## config.mk

```make
export PLATFORM = sky130hd
export DESIGN_NAME = fetch
export DESIGN_NICKNAME = d
export VERILOG_FILES = /design/src/rtl/fetch_pkg.sv /design/src/rtl/fetch_pc_gen.sv /design/src/rtl/fetch.sv
export SDC_FILE = /design/constraint.sdc
export NUM_CORES = 1
export LEC_CHECK = 0
export ABC_AREA = 1
export ABC_CLOCK_PERIOD_IN_PS = 2400
export CORE_MARGIN = 5
export CORE_UTILIZATION = 64
export DETAILED_ROUTE_END_ITERATION = 12
export DONT_BUFFER_PORTS = 1
export GPL_ROUTABILITY_DRIVEN = 0
export PLACE_DENSITY = 0.86
export SKIP_LAST_GASP = 1
export SLEW_MARGIN = 20
export SYNTH_ARGS = -nofsm -noshare
export SYNTH_HDL_FRONTEND = slang
export SYNTH_SLANG_ARGS = --single-unit
```

## constraint.sdc

```tcl
create_clock -name clk -period 2.4 [get_ports clk]
set_clock_uncertainty 0.1 [all_clocks]
set_input_delay 0.72 -clock clk [delete_from_list [all_inputs] [get_ports clk]]
set_output_delay 0.72 -clock clk [all_outputs]
set_load 0.01 [all_outputs]
```

## src/rtl/fetch_pkg.sv

```systemverilog
// -----------------------------------------------------------------------------
// fetch_pkg
//   Shared constants and types for the instruction fetch stage.
//   - CPU_ADDR_WIDTH / CPU_INSTR_WIDTH : address and instruction widths
//   - NOP_INSTR                        : instruction presented when nothing valid
//   - fetchState_t                     : fetch FSM states
//   - nextSeqPc()                      : sequential PC step (wraps naturally)
//   Configuration macro: CPU_FETCH_ALIGN_CHECK_EN adds the ST_ERR state.
// -----------------------------------------------------------------------------
package fetch_pkg;

    localparam int CPU_ADDR_WIDTH  = 32;
    localparam int CPU_INSTR_WIDTH = 32;

    localparam logic [CPU_INSTR_WIDTH-1:0] NOP_INSTR  = '0;
    localparam logic [CPU_ADDR_WIDTH-1:0]  PC_STEP    = 32'd4;
    localparam logic [CPU_ADDR_WIDTH-1:0]  ALIGN_MASK = 32'hFFFF_FFFC;

    // REQ  : request on the bus, waiting for accept
    // WAIT : request accepted, waiting for read data
    // HOLD : data captured because decode could not take it yet
    // KILL : a response is still in flight but belongs to a dropped fetch
    // ERR  : parked after a misaligned redirect
    typedef enum logic [2:0] {
        ST_REQ,
        ST_WAIT,
        ST_HOLD,
        ST_KILL
`ifdef CPU_FETCH_ALIGN_CHECK_EN
        , ST_ERR
`endif
    } fetchState_t;

    // The add is done at full address width, so 32'hFFFF_FFFC steps to 0.
    function automatic logic [CPU_ADDR_WIDTH-1:0] nextSeqPc(
        input logic [CPU_ADDR_WIDTH-1:0] pc
    );
        return pc + PC_STEP;
    endfunction

endpackage

```

## src/rtl/fetch_pc_gen.sv

```systemverilog
// -----------------------------------------------------------------------------
// fetch_pc_gen
//   Owns the fetch PC register: sequential +4 advance, redirect load and the
//   alignment check on redirect targets.
//   Ports:
//     clk, rst        clock, synchronous active-high reset
//     i_advance       current instruction consumed, step PC by 4
//     i_redirect      redirect request (has priority over i_advance)
//     i_target        redirect target address
//     o_pc            current fetch PC
//     o_misaligned    redirect with a misaligned target this cycle
//   Configuration macro: CPU_FETCH_ALIGN_CHECK_EN
//     defined   : misaligned targets are flagged and do not load the PC
//     undefined : target low bits are forced to zero, flag tied low
// -----------------------------------------------------------------------------
module fetch_pc_gen
    import fetch_pkg::*;
#(
    parameter logic [31:0] RESET_PC = 32'h0000_0000
) (
    input  logic        clk,
    input  logic        rst,
    input  logic        i_advance,
    input  logic        i_redirect,
    input  logic [31:0] i_target,
    output logic [31:0] o_pc,
    output logic        o_misaligned
);

    logic [31:0] r_pc;
    logic [31:0] w_target;

    // Word-align the target. With the check enabled a misaligned target never
    // reaches the PC, so the mask only matters in the unchecked build.
    assign w_target = i_target & ALIGN_MASK;

`ifdef CPU_FETCH_ALIGN_CHECK_EN
    assign o_misaligned = i_redirect && (i_target[1:0] != 2'b00);
`else
    assign o_misaligned = 1'b0;
`endif

    // PC register: redirect wins over the sequential step because a consumed
    // instruction and a redirect never coincide (presentation is suppressed
    // on redirect cycles), but the priority keeps that explicit.
    always_ff @(posedge clk) begin
        if (rst) begin
            r_pc <= RESET_PC;
        end else if (i_redirect) begin
            if (!o_misaligned) begin
                r_pc <= w_target;
            end
        end else if (i_advance) begin
            r_pc <= nextSeqPc(r_pc);
        end
    end

    assign o_pc = r_pc;

endmodule

```

## src/rtl/fetch.sv

```systemverilog
// -----------------------------------------------------------------------------
// fetch
//   Instruction fetch stage. Issues one word read at a time on the instruction
//   bus and presents the pc/instr pair to decode. Redirects from execute drop
//   any fetch that has not yet been consumed.
//   Ports:
//     clk, rst                       clock, synchronous active-high reset
//     i_exec_stall, i_mem_stall      downstream stalls (block consumption)
//     i_jump, i_jump_addr            redirect pulse and target
//     o_pc, o_instr                  presented PC and instruction
//     o_fetch_stall                  1 = nothing valid presented this cycle
//     o_addr_err                     misaligned redirect pulse
//     o_imem_addr, o_imem_cmd        bus read address / request
//     i_imem_cmd_ack                 request accepted this cycle
//     i_imem_rdata, i_imem_rdata_vld read data and its valid
//   Configuration macro: CPU_FETCH_ALIGN_CHECK_EN enables the misaligned
//   redirect check and the ERR state; otherwise o_addr_err stays 0.
// -----------------------------------------------------------------------------
module fetch
    import fetch_pkg::*;
#(
    parameter logic [31:0] RESET_PC = 32'h0000_0000
) (
    input  logic        clk,
    input  logic        rst,
    input  logic        i_exec_stall,
    input  logic        i_mem_stall,
    input  logic        i_jump,
    input  logic [31:0] i_jump_addr,
    output logic [31:0] o_pc,
    output logic [31:0] o_instr,
    output logic        o_fetch_stall,
    output logic        o_addr_err,
    output logic [31:0] o_imem_addr,
    output logic        o_imem_cmd,
    input  logic        i_imem_cmd_ack,
    input  logic [31:0] i_imem_rdata,
    input  logic        i_imem_rdata_vld
);

    fetchState_t r_state;
    logic [31:0] r_holdInstr;
    logic        r_addrErr;

    logic [31:0] w_pc;
    logic        w_misaligned;
    logic        w_present;
    logic [31:0] w_presentInstr;
    logic        w_consumed;

`ifdef CPU_FETCH_ALIGN_CHECK_EN
    logic        r_drainPending;
    logic        w_respInFlight;
`endif

    fetch_pc_gen #(
        .RESET_PC (RESET_PC)
    ) u_pcGen (
        .clk          (clk),
        .rst          (rst),
        .i_advance    (w_consumed),
        .i_redirect   (i_jump),
        .i_target     (i_jump_addr),
        .o_pc         (w_pc),
        .o_misaligned (w_misaligned)
    );

    // Presentation: read data is forwarded combinationally in WAIT, the held
    // copy is shown in HOLD. A redirect hides whatever would be presented so
    // decode never takes an instruction from the abandoned path.
    always_comb begin
        w_present      = 1'b0;
        w_presentInstr = NOP_INSTR;
        if (!i_jump) begin
            if (r_state == ST_WAIT && i_imem_rdata_vld) begin
                w_present      = 1'b1;
                w_presentInstr = i_imem_rdata;
            end else if (r_state == ST_HOLD) begin
                w_present      = 1'b1;
                w_presentInstr = r_holdInstr;
            end
        end
    end

    assign w_consumed    = w_present & ~i_exec_stall & ~i_mem_stall;
    assign o_fetch_stall = ~w_present;
    assign o_instr       = w_presentInstr;
    assign o_pc          = w_pc;
    assign o_addr_err    = r_addrErr;

    // The request is gated by rst so it stays low while reset is held and
    // rises in the very first cycle after reset is released.
    assign o_imem_cmd  = (r_state == ST_REQ) & ~rst;
    assign o_imem_addr = w_pc;

`ifdef CPU_FETCH_ALIGN_CHECK_EN
    // A bus response will still arrive for the current transaction after this
    // cycle; ERR must swallow it before a new request may go out.
    always_comb begin
        w_respInFlight = 1'b0;
        unique case (r_state)
            ST_REQ:  w_respInFlight = i_imem_cmd_ack;
            ST_WAIT: w_respInFlight = ~i_imem_rdata_vld;
            ST_KILL: w_respInFlight = ~i_imem_rdata_vld;
            ST_ERR:  w_respInFlight = r_drainPending & ~i_imem_rdata_vld;
            default: w_respInFlight = 1'b0;
        endcase
    end
`endif

    // Fetch FSM. Redirects are taken regardless of stalls. An unacked request
    // being redirected has nothing in flight, so it simply re-requests at the
    // new PC instead of waiting in KILL for a response that never comes.
    // A response arriving in the same cycle as a redirect is already drained,
    // so KILL and ERR can leave immediately in that case.
    always_ff @(posedge clk) begin
        if (rst) begin
            r_state     <= ST_REQ;
            r_holdInstr <= NOP_INSTR;
            r_addrErr   <= 1'b0;
`ifdef CPU_FETCH_ALIGN_CHECK_EN
            r_drainPending <= 1'b0;
`endif
        end else begin
            r_addrErr <= i_jump & w_misaligned;
`ifdef CPU_FETCH_ALIGN_CHECK_EN
            if (i_jump && w_misaligned) begin
                r_state        <= ST_ERR;
                r_drainPending <= w_respInFlight;
            end else
`endif
            if (i_jump) begin
                unique case (r_state)
                    ST_REQ:  r_state <= i_imem_cmd_ack   ? ST_KILL : ST_REQ;
                    ST_WAIT: r_state <= i_imem_rdata_vld ? ST_REQ  : ST_KILL;
                    ST_HOLD: r_state <= ST_REQ;
                    ST_KILL: r_state <= i_imem_rdata_vld ? ST_REQ  : ST_KILL;
`ifdef CPU_FETCH_ALIGN_CHECK_EN
                    ST_ERR: begin
                        r_state        <= w_respInFlight ? ST_KILL : ST_REQ;
                        r_drainPending <= 1'b0;
                    end
`endif
                    default: r_state <= ST_REQ;
                endcase
            end else begin
                unique case (r_state)
                    ST_REQ: begin
                        if (i_imem_cmd_ack) begin
                            r_state <= ST_WAIT;
                        end
                    end
                    ST_WAIT: begin
                        if (i_imem_rdata_vld) begin
                            if (w_consumed) begin
                                r_state <= ST_REQ;
                            end else begin
                                r_holdInstr <= i_imem_rdata;
                                r_state     <= ST_HOLD;
                            end
                        end
                    end
                    ST_HOLD: begin
                        if (w_consumed) begin
                            r_state <= ST_REQ;
                        end
                    end
                    ST_KILL: begin
                        if (i_imem_rdata_vld) begin
                            r_state <= ST_REQ;
                        end
                    end
`ifdef CPU_FETCH_ALIGN_CHECK_EN
                    ST_ERR: begin
                        if (i_imem_rdata_vld) begin
                            r_drainPending <= 1'b0;
                        end
                    end
`endif
                    default: r_state <= ST_REQ;
                endcase
            end
        end
    end

endmodule
```

Word-level counts from Yosys, hierarchy flattened. Index checks and enable logic that the tools add are counted.

Latch bits: 0. Bits in writable memories: 0. Register bits: 67. Memory bits (read-only): 0. Output and inout port bits: 99. Memories kept: 0. Logic and storage cells: 46.

Shift-type cells: 0. $add $sub $neg: 1. Multiply operators: 0. Multiplexer cells: 18. Order comparisons: 0. Bitwise gates (word level): 9. Reductions and logical operators: 7. Divide/modulo/power cells: 0. Equality and inequality tests: 7.

Operator list (count): two-way mux 32 bit (5); adder 32 x 3 -> 32 bit (second input constant) (1); two-way mux 3 bit (5); one-hot mux 3 bit (4 select lines) (1); inequality test 3 bit (second input constant) (3); AND reduction 4 bit (2); equality test 3 x 2 -> 1 bit (second input constant) (2); two-way mux 2 bit (3); inverter 1 bit (6); one-hot mux 2 bit (2 select lines) (1); OR reduction 2 bit (2); AND 1 bit (3); equality test 3 x 1 -> 1 bit (second input constant) (1); zero test 3 bit (1); two-way mux 1 bit (3); inequality test 3 x 2 -> 1 bit (second input constant) (1); nonzero test 2 bit (1); logical AND 1 bit (1).

Logic depth before layout (Yosys ltp). Gate-level depths: netlist (run 1).

Depth in word-level cells: 10. Depth in mapped cells: 11. Gate-level depth less buffers: 10.

By module. From an unflattened synthesis (run 1), not the netlist that was laid out.

Cell total of the unflattened synthesis: 700. Area total of the unflattened synthesis: 4606.9 µm².

By module, submodules not included: fetch (seq. area each 700.7 µm², area each 2498.6 µm², cells an instance 373, instances 1); fetch_pc_gen (seq. area each 600.6 µm², area each 2108.3 µm², cells an instance 327, instances 1).

Least setup slack after synthesis (run 1). OpenSTA, ideal clock, no wires.

Path type: input-to-output. From: input i_jump. To: output o_instr[21]. Data required time: 1580 ps. Cell stages on the path: 4. Buffers on the path: 3. Setup slack: 17 ps. Data arrival time: 1563 ps. Cells stage by stage: buf_2 > buf_1 > buf_1 > a21oi_1.

Longest elaborated chain between the ends: 1.

Ends and longest elaborated chain: start: declaration (RTL line fetch.sv:28) `input logic i_jump,`; two-way mux 32 bit (RTL line fetch.sv:74) `if (!i_jump) begin`; end: declaration (RTL line fetch.sv:31) `output logic [31:0] o_instr,`.

No other way between the ends.

Final worst setup path (run 1).
From: register r_state[0]. To: output o_instr[21].

Longest elaborated chain between the ends: 4. Elaborated cells between the ends (all ways): 6.

Ends and longest elaborated chain: start: declaration (RTL line fetch.sv:41) `fetchState_t r_state;`; start signal: assignment (RTL line fetch.sv:134) `ST_REQ: r_state <= i_imem_cmd_ack ? ST_KILL : ST_REQ;`; start signal: assignment (RTL line fetch.sv:135) `ST_WAIT: r_state <= i_imem_rdata_vld ? ST_REQ : ST_KILL;`; start signal: assignment (RTL line fetch.sv:137) `ST_KILL: r_state <= i_imem_rdata_vld ? ST_REQ : ST_KILL;`; equality test 3 x 2 -> 1 bit or equality test 3 x 1 -> 1 bit (tied branches) (RTL line fetch.sv:78, fetch.sv:75); two-way mux 32 bit or logical AND 1 bit (tied branches) (RTL line fetch.sv:78, fetch.sv:75); two-way mux 32 bit * (RTL line fetch.sv:75) `if (r_state == ST_WAIT && i_imem_rdata_vld) begin`; two-way mux 32 bit * (RTL line fetch.sv:74).

Mark *: on every way between the ends. The rest lies on a longest branch, timed or not.

==> results of run 1 <==
[worst max-delay path, delay by kind of cell (launching register included)]
family	cells	cell delay (ns)
AND/OR/NAND/NOR	2	0.17
AO/OA/AOI/OAI	1	0.21
flip-flops	1	0.35
buffers and inverters	3	0.40
[layout by cell type, fill, tap and decap left out, drive strengths merged]
master / Yosys / routed
a21oi: 88 / 88
a221oi: 1 / 1
a31oi: 5 / 5
buf: 52 / 14
bufinv: 0 / 2
clkbuf: 13 / 15
clkinv: 1 / 1
conb: 1 / 5
dfxtp: 64 / 64
ha: 1 / 1
inv: 29 / 29
nand2: 264 / 264
nand3: 24 / 24
nand3b: 1 / 1
nand4: 6 / 6
nor2: 67 / 67
nor3: 1 / 1
o211ai: 1 / 1
o21ai: 14 / 14
o21bai: 4 / 4
or2: 1 / 1
xnor2: 6 / 6
xor2: 8 / 8
[per-layer routing]
metal	vias to the layer above	wire (µm)
met2	219	5500
li1	1963	-
met3	33	1200
met5	-	0
met1	1874	4030
met4	0	328
[area by class of cell]
class                      count  area, µm²  share of cell area, %
clock buffer                  14        173                   4.09
clock inverter                 2       60.1                   1.42
inverter                      30        113                   2.67
multi-input combinational    497       2330                   55.2
sequential                    64       1280                   30.4
tap                           77       96.3                   2.28
timing repair buffer          15        168                   3.97
[report_power, final]
part / internal (mW) / switching [mW] / total (mW)
Combinational: 0.106 / 0.181 / 0.287
Clock: 0.672 / 0.426 / 1.10
Sequential: 1.11 / 0.0841 / 1.19
Total: 1.89 / 0.690 / 2.58
[worst max path at each step]
| stage | from | to | slack [ns] | cells after the start |
|---|---|---|---|---|
| 2_1_floorplan | i_jump | o_instr[21] | 0.02 | 4 |
| 6_report | r_state[0] | o_instr[21] | 0.09 | 6 |
| 3_3_place_gp | i_imem_rdata_vld | o_instr[14] | 0.16 | 5 |
| 4_1_cts | r_state[0] | o_instr[14] | 0.002 | 6 |
| 5_1_grt | r_state[1] | o_instr[14] | -0.004 | 5 |
| 3_5_place_dp | i_imem_rdata_vld | o_instr[3] | 0.15 | 5 |
[cells by family after synthesis]
group           after synthesis  synth area share, %
compound gates              113                 14.7
buf+inv                      95                 13.6
other cells                   1               0.0930
flops                        64                 31.8
xor+xnor                     14                 3.04
fa+ha+maj                     1                0.310
simple gates                364                 36.4
[state kept, by name, indices dropped and copies added (netlist names)]
register / flops
r_state: 2
r_holdInstr: 32
u_pcGen.o_pc: 30
[per-stage QoR]
step           area, µm²  util, %  setup WS [ns]
2_1_floorplan       4050        -         0.0175
3_3_place_gp        3850     61.6          0.162
3_5_place_dp        3850     61.6          0.149
4_1_cts             4080     65.4        0.00162
5_1_grt             4220     67.6       -0.00418
6_report            4220     67.6         0.0876
==> results.py, run 1 <==
metrics = {
    "worst_setup_path": {
        "r2r-end": "r_holdInstr[13]",
        "crit_slowest_cell": "dfxtp_2",
        "r2r_start": "r_state[1]",
        "arrival_ns": 1.49,
        "crit_top_cell": "nand2_1",
        "r2r_setup_slack_ns": 0.43,
        "worstPathRequired_ns": 1.58,
        "cp_max_fo": 16,
        "start_kind": "register",
        "max_stage_delay_ns": 0.35,
        "crit_chain": "inv_1 > nand2_1 > inv_2 > clkbuf_16 > nand2_1 > a21oi_2",
        "reg2reg_depth": 10,
        "path_class": "reg -> out",
        "cp-end-kind": "output pin",
    },
    "routing": {
        "drt-initial-drc-count": 198,
        "vias": 4089,
        "vias_per_cell": 5.85,
        "antenna_left": 0,
        "post_drt_wl_per_cell_um": 15.8,
        "drc": 0,
        "routed_wl_um": 11100,
        "first_pass_iters": 5,
    },
    "hold_path": {
        "hold_path_depth": 1,
        "min_to": "r_state[0]",
        "hold_class": "in -> reg",
        "hp-start": "rst",
    },
    "die": {
        "die_w_um": 89.4,
        "start_util_pct": 64.6,
        "pin_count": 170,
        "core_region_area_um2": 6240,
        "die_h_um": 89.4,
        "die_area_um2": 7980,
        "rows": 29,
    },
    "cts": {
        "cts_resized": 0,
        "hold_buffers": 0,
        "clkTransAtPathRegs_ns": 0.07,
        "clk_path_buf_depth": 2,
        "clk_latency_ns": 0.34,
        "htreeDepth": 3,
        "clock-root-buffer": "clkbuf_8",
        "cts_buffers": 9,
        "numClockSinks": 64,
        "post_cts_buffers": 0,
        "cts_tree": "yes",
    },
    "sta": {
        "hold-worst-slack_ns": 0.335,
        "tns_ns": 0,
        "hold_viol": 0,
        "fmax_mhz": 432,
        "finalMaxSlewViolations": 0,
        "setup_viol": 0,
        "fin_crit_ns": 2.31,
        "finalCritPeriodShare_pct": 96.3,
    },
    "global_routing": {
        "grtUsageMet2_pct": 45.8,
        "grt_pass1_vias": 3899,
        "antenna_found_initial": 0,
        "grt_pass1_wl_um": 16900,
        "grt_max_degree": 57,
        "grtUsageTotal_pct": 26.6,
        "globalRouteMet3Util_pct": 8.57,
        "grt.busiest_layer": "met2",
        "grtUsageMet1_pct": 28.7,
        "grt_overflow": 0,
    },
    "yosys": {
        "synthTopCellsByCount": "nand2_1 (261), a21oi_1 (88), dfxtp_1 (64), nor2_1 (63), buf_4 (37)",
        "synth_area_leader_cell": "dfxtp_1",
        "synthDistinctLibCells": 32,
        "synth_area_um2": 4030,
        "syn_inst": 652,
        "synth_edf_count": 0,
        "ys_ff_latch": 64,
        "syn_avg_cell_area_um2": 6.18,
        "synthFlopType": "dfxtp_1",
        "synth_area_leaders": "dfxtp_1 (32%), nand2_1 (24%), a21oi_1 (11%)",
        "synth-warning-count": 0,
        "yosysTopAreaCellShare_pct": 31.8,
        "async_flop_share_pct": 0,
        "synth_most_common_cell": "nand2_1",
        "ys_seq_area_share_pct": 31.8,
    },
    "place": {
        "io_buffer_count": 0,
        "placed_cells": 682,
        "hpwlAfterDp_um": 7320,
    },
    "final_layout": {
        "drive_gt1_share_pct": 11.7,
        "area_growth_pct": 4.69,
        "layout.nets": 689,
        "diodes": 0,
        "nFillCells": 537,
        "final_cells": 699,
    },
    "pwr": {
        "leakage_nw": 1.43,
        "peakVddDrop_uv": 354,
        "power-per-cell-area_nw_per_um2": 611,
        "power_mw": 2.58,
    },
    "outcome": {
        "status": "completed",
    },
    "job": {
        "drv_cap": 0,
    },
}
Power figures use the tool's default switching activity.
==> inputs of run 2 (changes only) <==
--- a/config.mk
+++ b/config.mk
@@ -12,7 +12,8 @@
 export DETAILED_ROUTE_END_ITERATION = 12
 export DONT_BUFFER_PORTS = 1
 export GPL_ROUTABILITY_DRIVEN = 0
-export PLACE_DENSITY = 0.86
+export PLACE_DENSITY_LB_ADDON = 0.3
+export SKIP_CTS_REPAIR_TIMING = 1
 export SKIP_LAST_GASP = 1
 export SLEW_MARGIN = 20
 export SYNTH_ARGS = -nofsm -noshare
==> results.py, run 2 (synthesized netlist as in run 1, its figures left out) <==
metrics = {
    "worst_setup_path": {
        "cp_max_fo": 33,
        "path_class": "reg -> out",
        "r2r_setup_slack_ns": 0.49,
        "start_kind": "register",
        "worstPathRequired_ns": 1.58,
        "arrival_ns": 1.51,
        "cp-end-kind": "output pin",
    },
    "routing": {
        "post_drt_wl_per_cell_um": 15.0,
        "drt-initial-drc-count": 177,
        "routed_wl_um": 10500,
        "drc": 0,
        "antenna_left": 0,
        "first_pass_iters": 5,
        "vias_per_cell": 5.65,
        "vias": 3936,
    },
    "place": {
        "io_buffer_count": 0,
        "postPlaceCellArea_um2": 3850,
        "placed_cells": 681,
        "hpwlAfterDp_um": 7240,
    },
    "pwr": {
        "power-per-cell-area_nw_per_um2": 575,
        "leakage_nw": 1.40,
        "peakVddDrop_uv": 488,
    },
    "die": {
        "die_w_um": 89.4,
        "start_util_pct": 64.6,
        "die_area_um2": 7980,
        "rows": 29,
        "die_h_um": 89.4,
        "core_region_area_um2": 6240,
        "pin_count": 170,
    },
    "global_routing": {
        "antenna_found_initial": 0,
        "grt_pass1_wl_um": 16300,
        "grt_overflow": 0,
        "grt_max_degree": 57,
        "grtUsageTotal_pct": 26.0,
        "grt_pass1_vias": 3605,
    },
    "cts": {
        "cts_tree": "yes",
        "clkTransAtPathRegs_ns": 0.07,
        "clock-root-buffer": "clkbuf_8",
        "clk_path_buf_depth": 2,
        "cts_buffers": 9,
        "htreeDepth": 3,
        "clk_latency_ns": 0.33,
        "numClockSinks": 64,
    },
    "final_layout": {
        "fin_area_um2": 4090,
        "final_cell_mix": "nand2_1 (261), a21oi_1 (72), nor2_1 (63), dfxtp_1 (63), inv_1 (27)",
        "layout.nets": 687,
        "diodes": 0,
        "final_common_cell": "nand2_1",
        "regMostFlops": "r_holdInstr",
        "final_cells": 697,
        "area_growth_pct": 1.58,
        "largest_register_ffs": 32,
        "drive_gt1_share_pct": 8.87,
        "nFillCells": 575,
    },
    "sta": {
        "fmax_mhz": 429,
        "fin_crit_ns": 2.33,
        "tns_ns": 0,
        "finalCritPeriodShare_pct": 97.0,
        "rsz0062_at_grt": "false",
        "setup_viol": 0,
        "finalMaxSlewViolations": 0,
        "hold_viol": 0,
    },
    "hold_path": {
        "hold_class": "in -> reg",
    },
    "job": {
        "drv_cap": 0,
    },
    "outcome": {
        "status": "completed",
    },
}
[run 2: cell count changes in the layout (fill, tap and decap cells not counted)]
cell	delta
inv_2	-1
clkinv_2	+3
clkbuf_8	-3
inv_1	+1
clkbuf_16	-1
buf_12	+1
bufinv_16	-1
a21oi_1	+14
buf_4	-2
clkbuf_1	+1
a21oi_2	-14
[run 2: worst max-delay path, cell delays in order, from the launching register on]
cell     delay [ns]
dfxtp_1        0.35
inv_1          0.09
nand2_1        0.09
inv_1          0.10
buf_12         0.19
nand2_1        0.07
a21oi_1        0.28
[run 2: power by group]
group | internal [mW] | switching (mW) | total [mW]
combinational | 0.101 | 0.168 | 0.269
sequential | 1.11 | 0.0877 | 1.20
clock | 0.476 | 0.411 | 0.887
[run 2: cell type report]
class / count / area [µm²] / area share, %
multi-input combinational: 497 / 2270 / 55.6
timing repair buffer: 13 / 148 / 3.61
tap: 77 / 96.3 / 2.35
clock buffer: 12 / 135 / 3.30
inverter: 30 / 113 / 2.75
sequential: 64 / 1280 / 31.3
clock inverter: 4 / 45.0 / 1.10
[run 2: worst paths after layout]
path | start | endpoint | cells past startpoint
max | r_state[0] | o_instr[4] | 6
min | rst | u_pcGen.o_pc[2] | 1
max reg2reg | u_pcGen.o_pc[2] | u_pcGen.o_pc[28] | 9
min reg2reg | r_holdInstr[15] | r_holdInstr[15] | 2
[run 2: through the flow]
| step | hold slack [ns] | util (%) | setup WS [ns] | total power, mW |
|---|---|---|---|---|
| 6_report | 0.343 | 65.6 | 0.0711 | 2.35 |
| 5_1_grt | 0.321 | 65.6 | 0.000864 | 2.47 |
| 4_1_cts | 0.330 | 64.6 | 0.0438 | 2.36 |
| 3_5_place_dp | 0.344 | 61.7 | 0.157 | 1.49 |
| 3_3_place_gp | 0.340 | 61.7 | 0.166 | 1.48 |
| 2_1_floorplan | 0.339 | - | 0.0175 | 1.48 |
[run 2: metal layers]
layer | share of wire [%] | global-route usage, % | vias to the layer above
met1 | 39 | 29.4 | 1785
met3 | 9.4 | 7.83 | 20
met4 | 2.3 | 11.5 | 0
met5 | 0 | 0 | -
met2 | 49 | 44.8 | 171
li1 | - | - | 1960
==> inputs of run 3 (changes only) <==
--- a/config.mk
+++ b/config.mk
@@ -13,6 +13,7 @@
 export DONT_BUFFER_PORTS = 1
 export GPL_ROUTABILITY_DRIVEN = 0
 export PLACE_DENSITY_LB_ADDON = 0.3
+export RECOVER_POWER = 100
 export SKIP_CTS_REPAIR_TIMING = 1
 export SKIP_LAST_GASP = 1
 export SLEW_MARGIN = 20
==> results.py, run 3 (synthesized netlist as in run 1, its figures left out) <==
metrics = {
    "outcome": {
        "status": "completed",
    },
    "hold_path": {
        "hold_class": "in -> reg",
    },
    "pwr": {
        "power_mw": 2.34,
        "power-per-cell-area_nw_per_um2": 579,
        "p_comb_share_pct": 11.0,
        "p_sw_share_pct": 28.4,
        "pwr-share-clk_pct": 37.9,
        "internal_power_mw": 1.68,
        "peakVddDrop_uv": 487,
        "seqPwrFrac_pct": 51.1,
        "leakage_nw": 1.37,
        "p_switching_mw": 0.664,
    },
    "routing": {
        "drc": 0,
        "vias": 3958,
        "antenna_left": 0,
        "post_drt_wl_per_cell_um": 15.1,
        "drt-initial-drc-count": 170,
        "routed_wl_um": 10500,
        "first_pass_iters": 5,
        "vias_per_cell": 5.68,
    },
    "cts": {
        "numClockSinks": 64,
        "cts_buffers": 9,
        "clock-root-buffer": "clkbuf_8",
        "clkTransAtPathRegs_ns": 0.07,
        "cts_tree": "yes",
        "htreeDepth": 3,
        "clk_latency_ns": 0.33,
        "clk_path_buf_depth": 2,
    },
    "global_routing": {
        "grt_pass1_wl_um": 16300,
        "grt_overflow": 0,
        "grtUsageMet1_pct": 29.4,
        "globalRouteMet3Util_pct": 7.83,
        "antenna_found_initial": 0,
        "grt_pass1_vias": 3605,
        "grtUsageMet2_pct": 44.8,
        "grtUsageTotal_pct": 26.0,
        "grt_max_degree": 57,
        "grt.busiest_layer": "met2",
    },
    "die": {
        "die_w_um": 89.4,
        "core_region_area_um2": 6240,
        "start_util_pct": 64.6,
        "die_h_um": 89.4,
        "die_area_um2": 7980,
        "rows": 29,
        "pin_count": 170,
    },
    "worst_setup_path": {
        "r2r-end": "u_pcGen.o_pc[24]",
        "crit_path_end": "o_instr[4]",
        "crit_slowest_cell": "dfxtp_1",
        "crit_chain": "inv_1 > nand2_1 > inv_1 > buf_12 > nand2_1 > a21oi_1",
        "crit_buf_inv": 3,
        "reg2reg_depth": 12,
        "worstPathRequired_ns": 1.58,
        "startpoint": "r_state[0]",
        "r2r_setup_slack_ns": 0.17,
        "cp_max_fo": 33,
        "start_kind": "register",
        "cp-end-kind": "output pin",
        "path_depth": 6,
        "r2r_start": "r_state[1]",
        "crit_family": "buffers and inverters",
        "path_class": "reg -> out",
        "arrival_ns": 1.50,
        "max_stage_delay_ns": 0.34,
    },
    "final_layout": {
        "area_growth_pct": 0.280,
        "multi_input_area_um2": 2260,
        "seq_area_um2": 1280,
        "final_cell_mix": "nand2_1 (262), a21oi_1 (72), nor2_1 (64)",
        "regMostFlops": "r_holdInstr",
        "largest_register_ffs": 32,
        "nFillCells": 585,
        "final_common_cell": "nand2_1",
        "drive_gt1_share_pct": 7.10,
        "diodes": 0,
        "layout.nets": 687,
    },
    "sta": {
        "rsz0062_at_grt": "false",
        "finalCritPeriodShare_pct": 96.8,
        "fin_crit_ns": 2.32,
        "hold_viol": 0,
        "setup_viol": 0,
        "fmax_mhz": 431,
        "tns_ns": 0,
        "finalMaxSlewViolations": 0,
    },
    "place": {
        "io_buffer_count": 0,
        "hpwlAfterDp_um": 7240,
    },
    "job": {
        "drv_cap": 0,
    },
}
==> run 3: cell count changes in the layout (fill, tap and decap cells not counted), sizes merged <==
cell	change
clkbuf	+7
buf	-7
==> run 3: final cells by class <==
class | count | share of cell area [%]
Clock inverter | 4 | 1.11
Sequential cell | 64 | 31.7
Tap cell | 77 | 2.38
Timing Repair Buffer | 13 | 2.72
Multi-Input combinational cell | 497 | 55.9
Clock buffer | 12 | 3.34
Inverter | 30 | 2.79
==> run 3: stage by stage <==
step	std cells	worst slack [ns]	hold WS (ns)	cell area, µm²	utilization (%)
3_5_place_dp	681	0.157	0.344	3850	61.7
2_1_floorplan	656	0.0175	0.339	4050	-
3_3_place_gp	681	0.166	0.340	3850	61.7
4_1_cts	697	0.0438	0.330	4030	64.6
5_1_grt	697	0.00294	0.321	4040	64.8
6_report	697	0.0779	0.347	4040	64.8
==> run 3: how the worst min path moves through the flow <==
stage	startpoint	to	slack [ns]	cells past startpoint
6_report	rst	u_pcGen.o_pc[2]	0.35	1
5_1_grt	rst	r_holdInstr[27]	0.32	1
4_1_cts	rst	u_pcGen.o_pc[2]	0.33	1
3_5_place_dp	r_holdInstr[30]	r_holdInstr[30]	0.34	2
3_3_place_gp	r_holdInstr[25]	r_holdInstr[25]	0.34	2
2_1_floorplan	r_holdInstr[0]	r_holdInstr[0]	0.34	2
==> run 3: power groups by stage <==
stage | Clock [mW] | Sequential [mW] | Combinational, mW
6_report | 0.886 | 1.20 | 0.257
5_1_grt | 0.958 | 1.21 | 0.290
4_1_cts | 0.898 | 1.20 | 0.266
2_1_floorplan | 0 | 1.20 | 0.286
3_5_place_dp | 0 | 1.22 | 0.265
3_3_place_gp | 0 | 1.22 | 0.257
==> run 3: worst register-to-register path, stage by stage, from the launching register on <==
cell      delay (ns)
dfxtp_2         0.37
inv_1           0.05
nand3_1         0.08
buf_4           0.14
nand2_2         0.07
nand2_4         0.13
nand2_1         0.18
inv_1           0.24
clkbuf_2        0.46
nand2_1         0.10
nand2_1         0.07
inv_1           0.03
a21oi_1         0.13
==> run 3: layer usage <==
metal | wire, µm | up-vias | share of wire (%)
met4 | 277 | 0 | 2.6
met2 | 5160 | 177 | 49
met1 | 4070 | 1791 | 39
li1 | - | 1964 | -
met3 | 984 | 26 | 9.4
met5 | 0 | - | 0
